File: src/rtl/seg_pkg.sv
// seg_pkg: active-low seven-segment patterns ({g,f,e,d,c,b,a}) and pattern-to-hex decode
package seg_pkg;
  localparam logic [6:0] SEG_BLANK = 7'h7F;
  localparam logic [6:0] SEG_PAT [16] = '{
    7'h40, 7'h79, 7'h24, 7'h30, 7'h19, 7'h12, 7'h02, 7'h78,
    7'h00, 7'h10, 7'h08, 7'h03, 7'h46, 7'h21, 7'h06, 7'h0E
  };
  typedef struct packed {
    logic       legal;
    logic [3:0] hex;
  } seg_dec_t;
  function automatic seg_dec_t seg_decode(input logic [6:0] s);
    seg_decode = '{legal: 1'b0, hex: 4'h0};
    for (int i = 0; i < 16; i++)
      if (s == SEG_PAT[i]) seg_decode = '{legal: 1'b1, hex: 4'(i)};
  endfunction
endpackage

File: src/rtl/seg_settle_filter.sv
// seg_settle_filter: synchronizes {an,seg} and strobes one sample per stable window
module seg_settle_filter #(
  parameter int NUM_DIGITS    = 8,
  parameter int SETTLE_CYCLES = 16
) (
  input  logic                  CLK100MHZ,
  input  logic                  rst,
  input  logic [6:0]            seg_in,
  input  logic [NUM_DIGITS-1:0] an_in,
  output logic                  sample,
  output logic [NUM_DIGITS-1:0] an_s,
  output logic [6:0]            seg_s
);
  localparam int W  = NUM_DIGITS + 7;
  localparam int CW = $clog2(SETTLE_CYCLES + 1);
  localparam logic [CW-1:0] CMAX = CW'(SETTLE_CYCLES - 1);
  logic [W-1:0]  s1, s2;
  logic [CW-1:0] cnt;
  logic          taken;
  // two-flop synchronizer; idles at all-ones (nothing lit)
  always_ff @(posedge CLK100MHZ or posedge rst)
    if (rst) begin
      s1 <= '1;
      s2 <= '1;
    end else begin
      s1 <= {an_in, seg_in};
      s2 <= s1;
    end
  // settle counter restarts on the edge where the synchronized value changes
  always_ff @(posedge CLK100MHZ or posedge rst)
    if (rst) begin
      cnt   <= '0;
      taken <= 1'b0;
    end else if (s1 != s2) begin
      cnt   <= '0;
      taken <= 1'b0;
    end else begin
      cnt   <= cnt == CMAX ? cnt : cnt + CW'(1);
      taken <= taken | sample;
    end
  assign sample        = cnt == CMAX && !taken;
  assign {an_s, seg_s} = s2;
endmodule

File: src/rtl/seg_scan_decoder.sv
// seg_scan_decoder: decodes a multiplexed SEG/AN scan into digit frames; SEG_ERR_CNT_EN adds err_count
module seg_scan_decoder
  import seg_pkg::*;
#(
  parameter int NUM_DIGITS     = 8,
  parameter int SETTLE_CYCLES  = 16,
  parameter int TIMEOUT_CYCLES = 2000000
) (
  input  logic                    CLK100MHZ,
  input  logic                    reset,
  input  logic [6:0]              seg_in,
  input  logic [NUM_DIGITS-1:0]   an_in,
  output logic [4*NUM_DIGITS-1:0] digits_out,
  output logic [NUM_DIGITS-1:0]   blank_out,
  output logic [NUM_DIGITS-1:0]   valid_out,
  output logic                    frame_done,
  output logic                    decode_err,
`ifdef SEG_ERR_CNT_EN
  output logic [7:0]              err_count,
`endif
  output logic                    stale
);
  localparam int TW = $clog2(TIMEOUT_CYCLES + 1);
  localparam logic [TW-1:0] TMAX = TW'(TIMEOUT_CYCLES);
  logic [1:0]            rst_ff;
  logic                  rst;
  logic                  sample;
  logic [NUM_DIGITS-1:0] an_s, seen, hit;
  logic [6:0]            seg_s;
  seg_dec_t              dec;
  logic                  is_blank, one_hot, good, err_ev;
  logic [TW-1:0]         tcnt;
  // asserts immediately, releases two clocks after reset drops
  always_ff @(posedge CLK100MHZ or posedge reset)
    if (reset) rst_ff <= '1;
    else rst_ff <= {rst_ff[0], 1'b0};
  assign rst = rst_ff[1];
  seg_settle_filter #(
    .NUM_DIGITS   (NUM_DIGITS),
    .SETTLE_CYCLES(SETTLE_CYCLES)
  ) u_filter (
    .CLK100MHZ(CLK100MHZ),
    .rst      (rst),
    .seg_in   (seg_in),
    .an_in    (an_in),
    .sample   (sample),
    .an_s     (an_s),
    .seg_s    (seg_s)
  );
  // classify a sample: good capture, blanking interval, or decode error
  always_comb begin
    dec      = seg_decode(seg_s);
    is_blank = seg_s == SEG_BLANK;
    one_hot  = $onehot(~an_s);
    good     = sample && one_hot && (is_blank || dec.legal);
    err_ev   = sample && !(&an_s) && !(one_hot && (is_blank || dec.legal));
    hit      = good ? ~an_s : '0;
  end
  // store the captured digit; a blank keeps the previous hex value
  always_ff @(posedge CLK100MHZ or posedge rst)
    if (rst) begin
      digits_out <= '0;
      blank_out  <= '0;
      valid_out  <= '0;
    end else begin
      valid_out <= valid_out | hit;
      blank_out <= (blank_out & ~hit) | (is_blank ? hit : '0);
      for (int k = 0; k < NUM_DIGITS; k++)
        if (hit[k] && !is_blank) digits_out[4*k +: 4] <= dec.hex;
    end
  // frame tracking; a capture in the clearing cycle survives into the new mask
  always_ff @(posedge CLK100MHZ or posedge rst)
    if (rst) begin
      seen       <= '0;
      frame_done <= 1'b0;
    end else begin
      frame_done <= &seen;
      seen       <= ((&seen) ? '0 : seen) | hit;
    end
  // sticky error flag and saturating time-since-capture counter
  always_ff @(posedge CLK100MHZ or posedge rst)
    if (rst) begin
      decode_err <= 1'b0;
      tcnt       <= '0;
    end else begin
      decode_err <= decode_err | err_ev;
      tcnt       <= good ? '0 : tcnt == TMAX ? tcnt : tcnt + TW'(1);
    end
  assign stale = tcnt == TMAX;
`ifdef SEG_ERR_CNT_EN
  // saturating count of decode error events
  always_ff @(posedge CLK100MHZ or posedge rst)
    if (rst) err_count <= '0;
    else if (err_ev && err_count != 8'hFF) err_count <= err_count + 8'd1;
`endif
endmodule

File: config.mk
export PLATFORM = sky130hd
export DESIGN_NAME = seg_scan_decoder
export DESIGN_NICKNAME = d
export VERILOG_FILES = /design/src/rtl/seg_pkg.sv /design/src/rtl/seg_settle_filter.sv /design/src/rtl/seg_scan_decoder.sv
export SDC_FILE = /design/constraint.sdc
export NUM_CORES = 1
export LEC_CHECK = 0
export CORE_MARGIN = 10
export CORE_UTILIZATION = 60
export DETAILED_ROUTE_END_ITERATION = 7
export GPL_TIMING_DRIVEN = 1
export PLACE_DENSITY = 0.86
export SLEW_MARGIN = 20
export SYNTH_ARGS = -nofsm -noshare
export SYNTH_HDL_FRONTEND = slang
export SYNTH_SLANG_ARGS = --single-unit
File: constraint.sdc
create_clock -name CLK100MHZ -period 5.25 [get_ports CLK100MHZ]
set_input_delay 0.7875 -clock CLK100MHZ [delete_from_list [all_inputs] [get_ports CLK100MHZ]]
set_output_delay 0.7875 -clock CLK100MHZ [all_outputs]
set_load 0.01 [all_outputs]
Word-level counts from Yosys, hierarchy flattened
Index checks and enable logic that the tools add are counted.
Storage, ports and cells
  flip-flop bits (word level): 117
  output and inout port bits: 51
  word-level logic and storage cells: 104
Cells by class
  add/sub/neg operators: 9
  equality and inequality tests: 22
  multiplexer cells: 24
  bitwise operators: 8
  reduce and logical (&&, ||, !) cells: 22
Operators by type and width (number)
  $mux 5: 18
  $mux 21: 2
  $eq 7x7->1 const B: 5
  $mux 8: 3
  $or 8x8->8: 3
  $add 21x1->21 const B: 1
  $eq 21x21->1 const B: 1
  $eq 7x5->1 const B: 3
  $eq 7x6->1 const B: 3
  $not 8->8: 2
  $reduce_and 8->1: 2
  $ne 15x15->1: 1
  $eq 7x2->1 const B: 2
  $eq 7x4->1 const B: 2
  $logic_and 1x1->1: 14
  $add 1x1->2: 4
  $and 8x8->8: 1
  $eq 7x3->1 const B: 1
  $logic_not 7->1: 1
  $add 2x2->3: 2
  $add 5x1->5 const B: 1
  $eq 5x4->1 const B: 1
  $add 3x3->4: 1
  $eq 4x1->1 const B: 1
  6 further kinds: 10

Longest topological paths before layout
  depth in word-level cells: 23
  mapped depth: 14
  gate-level depth less buffers: 12

Modules after synthesis
Synthesis repeated with hierarchy kept, for this count alone.
Unflattened totals
  cells, all modules: 447
  area total of the unflattened synthesis: 5385.2 µm²
By module, submodules not included
  seg_scan_decoder: times used 1, cells an instance 369, area an instance 4124.0 µm², seq. area each 2029.4 µm²
  seg_settle_filter: times used 1, cells an instance 78, area an instance 1261.2 µm², seq. area each 938.4 µm²

Least setup slack after synthesis
OpenSTA, ideal clock, no wires.
  path kind: reg2reg
  start point: reg u_filter.s2[7]
  end point: reg digits_out[0]
  library setup time: 0.125 ns
  arrival: 3.924 ns
  data required time: 5.125 ns
  slack: 1.201 ns
  cell stages (with the launch flop): 13
  period minus slack after synthesis: 4.049 ns
  cells stage by stage: dfstp_2 inv_1 fa_1 fa_1 fa_1 ha_1 inv_1 fa_1 nand4b_1 nor2_1 nand3_1 a31oi_1 mux2_2
Between the ends
  word-level cells in the longest chain between the ends: 9
RTL lines
  start, declared: RTL line seg_settle_filter.sv:17  | logic [W-1:0] s1, s2;
  start signal, assigned: RTL line seg_settle_filter.sv:24  | s2 <= '1;
  start signal, assigned: RTL line seg_settle_filter.sv:27  | s2 <= s1;
  $not 8->8 *: RTL line seg_scan_decoder.sv:54, seg_scan_decoder.sv:57
  $add 1x1->2 (implied by the code): RTL line seg_scan_decoder.sv:54  | one_hot = $onehot(~an_s);
  $add 2x2->3 (implied by the code): RTL line seg_scan_decoder.sv:54
  $add 3x3->4 (implied by the code): RTL line seg_scan_decoder.sv:54
  $eq 4x1->1: RTL line seg_scan_decoder.sv:54
  $logic_and 1x1->1 (2 in series): RTL line seg_scan_decoder.sv:55  | good = sample && one_hot && (is_blank || dec.legal);
  $mux 8 *: RTL line seg_scan_decoder.sv:57  | hit = good ? ~an_s : '0;
  $logic_and 1x1->1 *: RTL line seg_scan_decoder.sv:69  | if (hit[k] && !is_blank) digits_out[4*k +: 4] <= dec.hex;
  end signal, assigned by index: RTL line seg_scan_decoder.sv:69
  end, declared: RTL line seg_scan_decoder.sv:13  | output logic [4*NUM_DIGITS-1:0] digits_out,
Mark *: on every way between the ends. The rest lies on a longest branch, timed or not.
A chain may end at the register's enable or synchronous reset.

Worst setup path in the final report
  start point: reg u_filter.s2[7]
  end point: reg digits_out[1]
Same word-level chain as after synthesis.

==> impl_metrics.toml <==
[run_status]
status = "complete, no violations"

[timing]
fin_worst_skew_ps = 5.639
fmax_mhz = 214.8
fin_setup_tns_ps = 0
setup_violations = 0
hold_viol = 0
rsz0062_at_grt = "false"
period_minus_slack_ps = 4655
relSlewSlack_pct = 33.90
post-route-period-util_pct = 88.67
slew_viol_final = 0
worstMarginPinSlew_ps = 982.4

[power]
p_per_area_mw_per_mm2 = 342.1
power.leakage_nw = 2.926
peakVddDrop_uv = 210.8

[finish]
final_net_count = 572
areaGrowthSynthToFinish_pct = 25.58
antenna_cells = 0
drive_above_1_share_pct = 19.24
finalInstanceArea_mm2 = 0.006714

[synth]
synth.distinct_cells = 53
yosys-top-cells-area = "dfrtp_1, dfstp_2, mux2_2"
synth-xor-area-share_pct = 6.389
syn-num-nets = 504
async_flop_share_pct = 100.0
muxShareOfSynthArea_pct = 6.740
synth_top_family_by_area = "simple AND/OR/NAND/NOR gates"
syn_avg_cell_area_um2 = 11.26
synth-compound-area-share_pct = 9.174
yosys_warnings = 0
synth_cells = 475
synthSimpleGateAreaFrac_pct = 14.93
yosysMostFrequentCell = "dfrtp_1"
yosysTopAreaCell = "dfrtp_1"
synth_top_area_share_pct = 39.78
synth_fa_ha_area_share_pct = 3.370
synth_common_cells = "dfrtp_1, nor2_1, dfstp_2"
synth_edf_count = 0
synth_ff_type = "dfrtp_1"
syn_area_mm2 = 0.005346
synth.yosys.seq_area_share_pct = 55.51
synth_seq_cells = 117

[die]
fp.dieH_um = 114.4
design.core.area_mm2 = 0.008678
num_rows = 34
fp.dieArea_mm2 = 0.01309
start_util_pct = 61.61
ios = 68
die_x_um = 114.4

[clock_network]
post_cts_buffers = 0
cts_buffers = 17
clkSinkCount = 117
h-tree-depth = 4
clk-insertion-delay-late_ps = 520
cts_root_buffer = "clkbuf_8"
path_clk_slew_ps = 60
cts_hold_buf = 0
clk_path_buf_depth = 2
cts_resized = 0
cts_tree = "built"

[global_routing]
antenna_found_initial = 0
gr-total-overflow = 0
grt_max_degree = 74
grt_util_all_layers_pct = 20.33
grt_pass1_vias = 4073
grt_pass1_wl_mm = 21.19

[placement]
placed_area_mm2 = 0.006082
hpwl_mm = 8.331
routabilityCongestion = 0.8694
io_buffers = 67

[critical_path]
crit_path_cell_trace = "inv_1, fa_1, fa_1, fa_1, ha_1, inv_1, fa_1, nand4b_1, nor2_1, nand3_1, a31oi_1, mux2_2"
critical_path.max_fanout = 9
critical_path.top_delay_family = "adder cells"
startpoint_type = "flip-flop"
worst-path-buf-inv = 2
worstPathRequired_ps = 5650
cp.arrival_ps = 5060
crit_top_cell = "fa_1"
end_kind = "flip-flop"
critPathMaxStageDelay_ps = 580
cp_slowest_cell = "dfstp_2"
setup.worst_path.class = "flip-flop to flip-flop"

[drt]
drtIter0Drc = 325
dr.pass1.iters = 7
wl_per_cell_um = 19.30
vias_per_cell = 5.985
drc = 0
drt-total-wl_mm = 12.81
vias = 3974
ant_nets = 0

[run]
maxCapViolCount = 0

[min_path]
hold_path_class = "flip-flop to async pin"
-- placed cells by master, fill, tap and decap left out, drive strengths merged, types with 4 or more instances in the layout --
master / n
nor4b: 4
dfrtp: 85
mux2: 24
and3: 5
xor2: 26
clkinv: 4
clkinvlp: 4
nand3: 18
a31o: 8
clkbuf: 20
ha: 8
dfstp: 32
nor4: 9
buf: 4
nor3: 8
bufinv: 4
inv: 27
nand4: 8
nor2: 47
xnor2: 13
clkdlybuf4s50: 67
mux2i: 9
o21ai: 28
nand2: 28
nor2b: 4
a31oi: 8
o21bai: 8
fa: 4
nand4b: 5
-- registers in the layout (all words and copies together) (netlist names), named ones only --
signal,cells
digits_out,32
tcnt,21
u_filter.s1,15
u_filter.s2,15
seen,8
valid_out,8
u_filter.cnt,5
rst_ff,2
decode_err,1
frame_done,1
u_filter.taken,1
-- path summary, 6_finish.rpt --
path / from / endpoint / slack, ps / cells after the start
max in group asynchronous: rst_ff[1]$_DFF_PP1_ / async pin / 3660 / 2
setup / recovery: u_filter.s2[7]$_DFF_PP1_ / digits_out[1]$_DFFE_PP0P_ / 590 / 12
hold reg to reg: rst_ff[1]$_DFF_PP1_ / digits_out[5]$_DFFE_PP0P_ / 300 / 1
setup reg to reg: u_filter.s2[7]$_DFF_PP1_ / digits_out[1]$_DFFE_PP0P_ / 590 / 12
hold / removal: rst_ff[1]$_DFF_PP1_ / digits_out[5]$_DFFE_PP0P_ / 300 / 1
min in group CLK100MHZ: rst_ff[0]$_DFF_PP1_ / rst_ff[1]$_DFF_PP1_ / 360 / 0
-- stage by stage --
stage | util, % | power [mW] | hold slack (ps) | instances | setup slack (ps)
3_5_place_dp | 70.08 | 1.080 | 314.9 | 632 | 715.6
3_3_place_gp | 70.08 | 1.070 | 295.3 | 632 | 884.2
5_1_grt | 77.36 | 2.363 | 358.3 | 664 | 423.9
2_1_floorplan | - | 1.042 | 345.2 | 475 | 1201
6_report | 77.36 | 2.297 | 298.9 | 664 | 594.7
4_1_cts | 77.36 | 2.306 | 319.6 | 664 | 633.9
-- cell type report --
| class | count | area [um2] |
|---|---|---|
| multi-input combinational | 309 | 2175 |
| fill | 542 | 1964 |
| inverter | 27 | 103.9 |
| timing repair buffer | 71 | 700.7 |
| sequential | 117 | 2968 |
| clock inverter | 12 | 176.4 |
| clock buffer | 20 | 455.4 |
| tap | 108 | 135.1 |
-- kinds of logic (layout without fill, tap and decap cells) --
family / count (synthesis) / after routing
compound gates: 69 / 69
other cells: 1 / 1
xor+xnor: 39 / 39
fa+ha+maj: 12 / 12
simple gates: 155 / 155
flops: 117 / 117
buf+inv: 49 / 130
mux: 33 / 33
-- per-layer routing --
metal	share of wire [%]	track usage (%)	up-vias
li1	-	-	1788
met4	1.8	8.187	0
met3	8.6	6.184	26
met2	47	31.33	173
met5	0	0	-
met1	42	26.16	1987
-- power by group --
part / internal [mW] / total, mW / switching [mW] / leakage [nW]
clock: 0.807 / 1.23 / 0.420 / 0.297
sequential: 0.926 / 0.947 / 0.0208 / 1.51
combinational: 0.0459 / 0.123 / 0.0769 / 1.11
total: 1.78 / 2.30 / 0.518 / 2.93
No activity file was read; power rests on OpenSTA's default activity.
==> patch (same settings) <==
`SETTLE_CYCLES` is set to 16 in 2 places; all go to 8.
--- a/src/rtl/seg_settle_filter.sv
+++ b/src/rtl/seg_settle_filter.sv
@@ -1,7 +1,7 @@
 // seg_settle_filter: synchronizes {an,seg} and strobes one sample per stable window
 module seg_settle_filter #(
   parameter int NUM_DIGITS    = 8,
-  parameter int SETTLE_CYCLES = 16
+  parameter int SETTLE_CYCLES = 8
 ) (
   input  logic                  CLK100MHZ,
   input  logic                  rst,
--- a/src/rtl/seg_scan_decoder.sv
+++ b/src/rtl/seg_scan_decoder.sv
@@ -3,7 +3,7 @@
   import seg_pkg::*;
 #(
   parameter int NUM_DIGITS     = 8,
-  parameter int SETTLE_CYCLES  = 16,
+  parameter int SETTLE_CYCLES  = 8,
   parameter int TIMEOUT_CYCLES = 2000000
 ) (
   input  logic                    CLK100MHZ,
Behaviour: same outputs for any inputs over 10 cycles, from zero or initial values and one cycle with reset high; that may be too few to reach the edited logic, so the function may still have changed.
==> patch against the original RTL <==
Worst setup slack improved by 0.24 ns. Sequential cell count shrank 1. Final area shrank 3.7%. Final cell count is 5.7% lower. Core utilization is 0.52 points higher. Routed wire length is 2.4% lower. Synthesized area is 3.0% lower. Sequential power about the same. Worst hold slack improved by 0.059 ns. First-iteration DRC count is 29% lower. Total power down 5.3%. Critical path depth is the same.
==> patch: results (changes against the original RTL) <==
* Outcome: finished clean
* Post-Synth XOR/XNOR Area at 6.25% (-0.14 points)
* Switch Pwr at 0.565 mW (+9.0%)
* Fillers at 509 (-6.1%)
* Dpl cells at 594 (-6.0%)
* Post-CTS resize count at 0 (unchanged)
* Vias in the first global route at 4,024 (-1.2%)
* Mux contribution to synthesized area at 0.386% (-6.4 points)
* Max IR drop VDD at 0.000267 V (+27%)
* H-Tree Depth at 4 (unchanged)
* Post-Syn Nets at 471 (-6.5%)
* Yosys cell types at 58 (+9.4%)
* GR Util All Layers at 20.2% (-0.13 points)
* Adder-Cell Fraction of Synth Area at 3.23% (-0.14 points)
* Seq/Total Area, Yosys at 56.8% (+1.2 points)
* Top Registers: digits_out: 32 flops, tcnt: 21 flops
* Max incr delay on CP at 0.68 ns (+0.10 ns)
* Routed wire length at 12,500 µm (-2.4%)
* Routed vias at 3,829 (-3.6%)
* Global-route wire length before repair at 21,000 µm (-0.78%)
* Pin count of the biggest net entering global routing at 59 (-20%)
* Final std cells w/o fill at 626 (-5.7%)
* NumNets Final at 536 (-6.3%)
* Relative slew margins at 28.6% (-5.3 points)
* Placed inst area at 5890 µm² (-3.1%)
* Top cells by area, synth: dfrtp_1, dfstp_2, a2bb2oi_1, xor2_1, nor2_1
* Ys async rst share at 100% (unchanged)
* Max Root-Sink Buffers at 2 (unchanged)
* Routed wl met2 at 6200 µm (+2.3%)
* CP arrival at 4.86 ns (-0.20 ns)
* RePlAce Congestion at 0.883 (+1.5%)
* Antenna diode count at 0 (unchanged)
* Crit-path slowest cell: dfstp_2
* Clk Latency, worst-skew pair at 0.52 ns (about the same)
* Leakage at 2.90 nW (-0.82%)
* Final Skew at 0.00791 ns (+0.00227 ns)
* Gate Count Post-Synth at 443 (-6.7%)
* WL met1 at 5170 µm (-4.5%)
* Post-CTS Setup Bufs at 0 (unchanged)
* Yosys warning count at 0 (unchanged)
* Initial antenna violation count at 0 (unchanged)
* Most frequent cells after synthesis: dfrtp_1, nor2_1, dfstp_2
* Max FO, Critical Path at 10 (+1)
* CTS buffer count at 17 (unchanged)
* Compound-Gate Fraction of Synth Area at 12.3% (+3.1 points)
* Met3 wire len at 948 µm (-14%)
* 1st-iter DRT viols at 230 (-29%)
* HPWL Detailed at 8110 µm (-2.6%)
* Share of post-route cells with drive strength above 1 at 16.9% (-2.4 points)
-- patch: changes by cell type after synthesis, moves of 8 or more --
cell	before	now
a2bb2oi_1	0	24
mux2_2	24	0
o21ai_0	25	2
nor3_4	0	8
o31ai_1	0	16
-- patch: power by group through the flow --
stage / Combinational [mW] / Sequential [mW] / Clock (mW)
after floorplan: 0.0874 / 0.937 / 0
after global placement: 0.0949 / 0.957 / 0
after detailed placement: 0.104 / 0.958 / 0
after CTS: 0.109 / 0.944 / 1.13
after global routing: 0.118 / 0.946 / 1.17
final: 0.108 / 0.944 / 1.12
-- patch: per-stage QoR --
| step | hold slack [ns] | worst slack (ns) | utilization (%) |
|---|---|---|---|
| finish | 0.357 | 0.830 | 77.9 |
| global route | 0.365 | 0.650 | 77.9 |
| CTS | 0.363 | 0.891 | 77.9 |
| detailed placement | 0.354 | 1.06 | 71.0 |
| global placement | 0.348 | 1.23 | 71.0 |
| floorplan | 0.345 | 0.892 | - |
-- patch: worst register-to-register path: stages (launching register included) --
cell and delay, ns:
dfstp_2 0.68, inv_1 0.10, fa_1 0.56, fa_1 0.42
fa_1 0.50, ha_1 0.20, inv_1 0.07, fa_1 0.41
nand3b_1 0.19, a21oi_1 0.27, nand2_1 0.30, or2_2 0.46
o2bb2ai_1 0.20
-- patch: logic make-up (layout without fill, tap and decap cells) --
kind of cell	after synthesis	after routing
mux	2	2
simple gates	152	152
flops	116	116
buf+inv	46	124
xor+xnor	37	37
fa+ha+maj	11	11
compound gates	78	78
other cells	1	1
-- patch: layer usage --
metal | GRT usage, % | vias to the layer above
met1 | 24.8 | 1950
met2 | 32.8 | 158
met3 | 6.55 | 23
met4 | 7.11 | 0
met5 | 0 | -
li1 | - | 1698
-- patch: layout make-up --
type	instances	area (µm²)	share of cell area, %
flip-flops and latches	116	2940	45.5
repair buffers	71	701	10.8
multi-input cells	281	2030	31.5
clock buffers	17	414	6.41
inverters	21	81.3	1.26
clock inverters	15	159	2.46
well taps	105	131	2.03
-- patch: path summary, 6_finish.rpt --
path                                     start            end  slack [ns]  cells after the start
worst min register to register       rst_ff[1]        seen[3]        0.36                      1
min in group CLK100MHZ               rst_ff[0]      rst_ff[1]        0.36                      0
worst min-delay path                 rst_ff[1]        seen[3]        0.36                      1
worst max-delay path            u_filter.s2[7]       register        0.83                     12
worst max register to register  u_filter.s2[7]       register        0.83                     12
max in group asynchronous            rst_ff[1]  digits_out[1]        3.74                      2
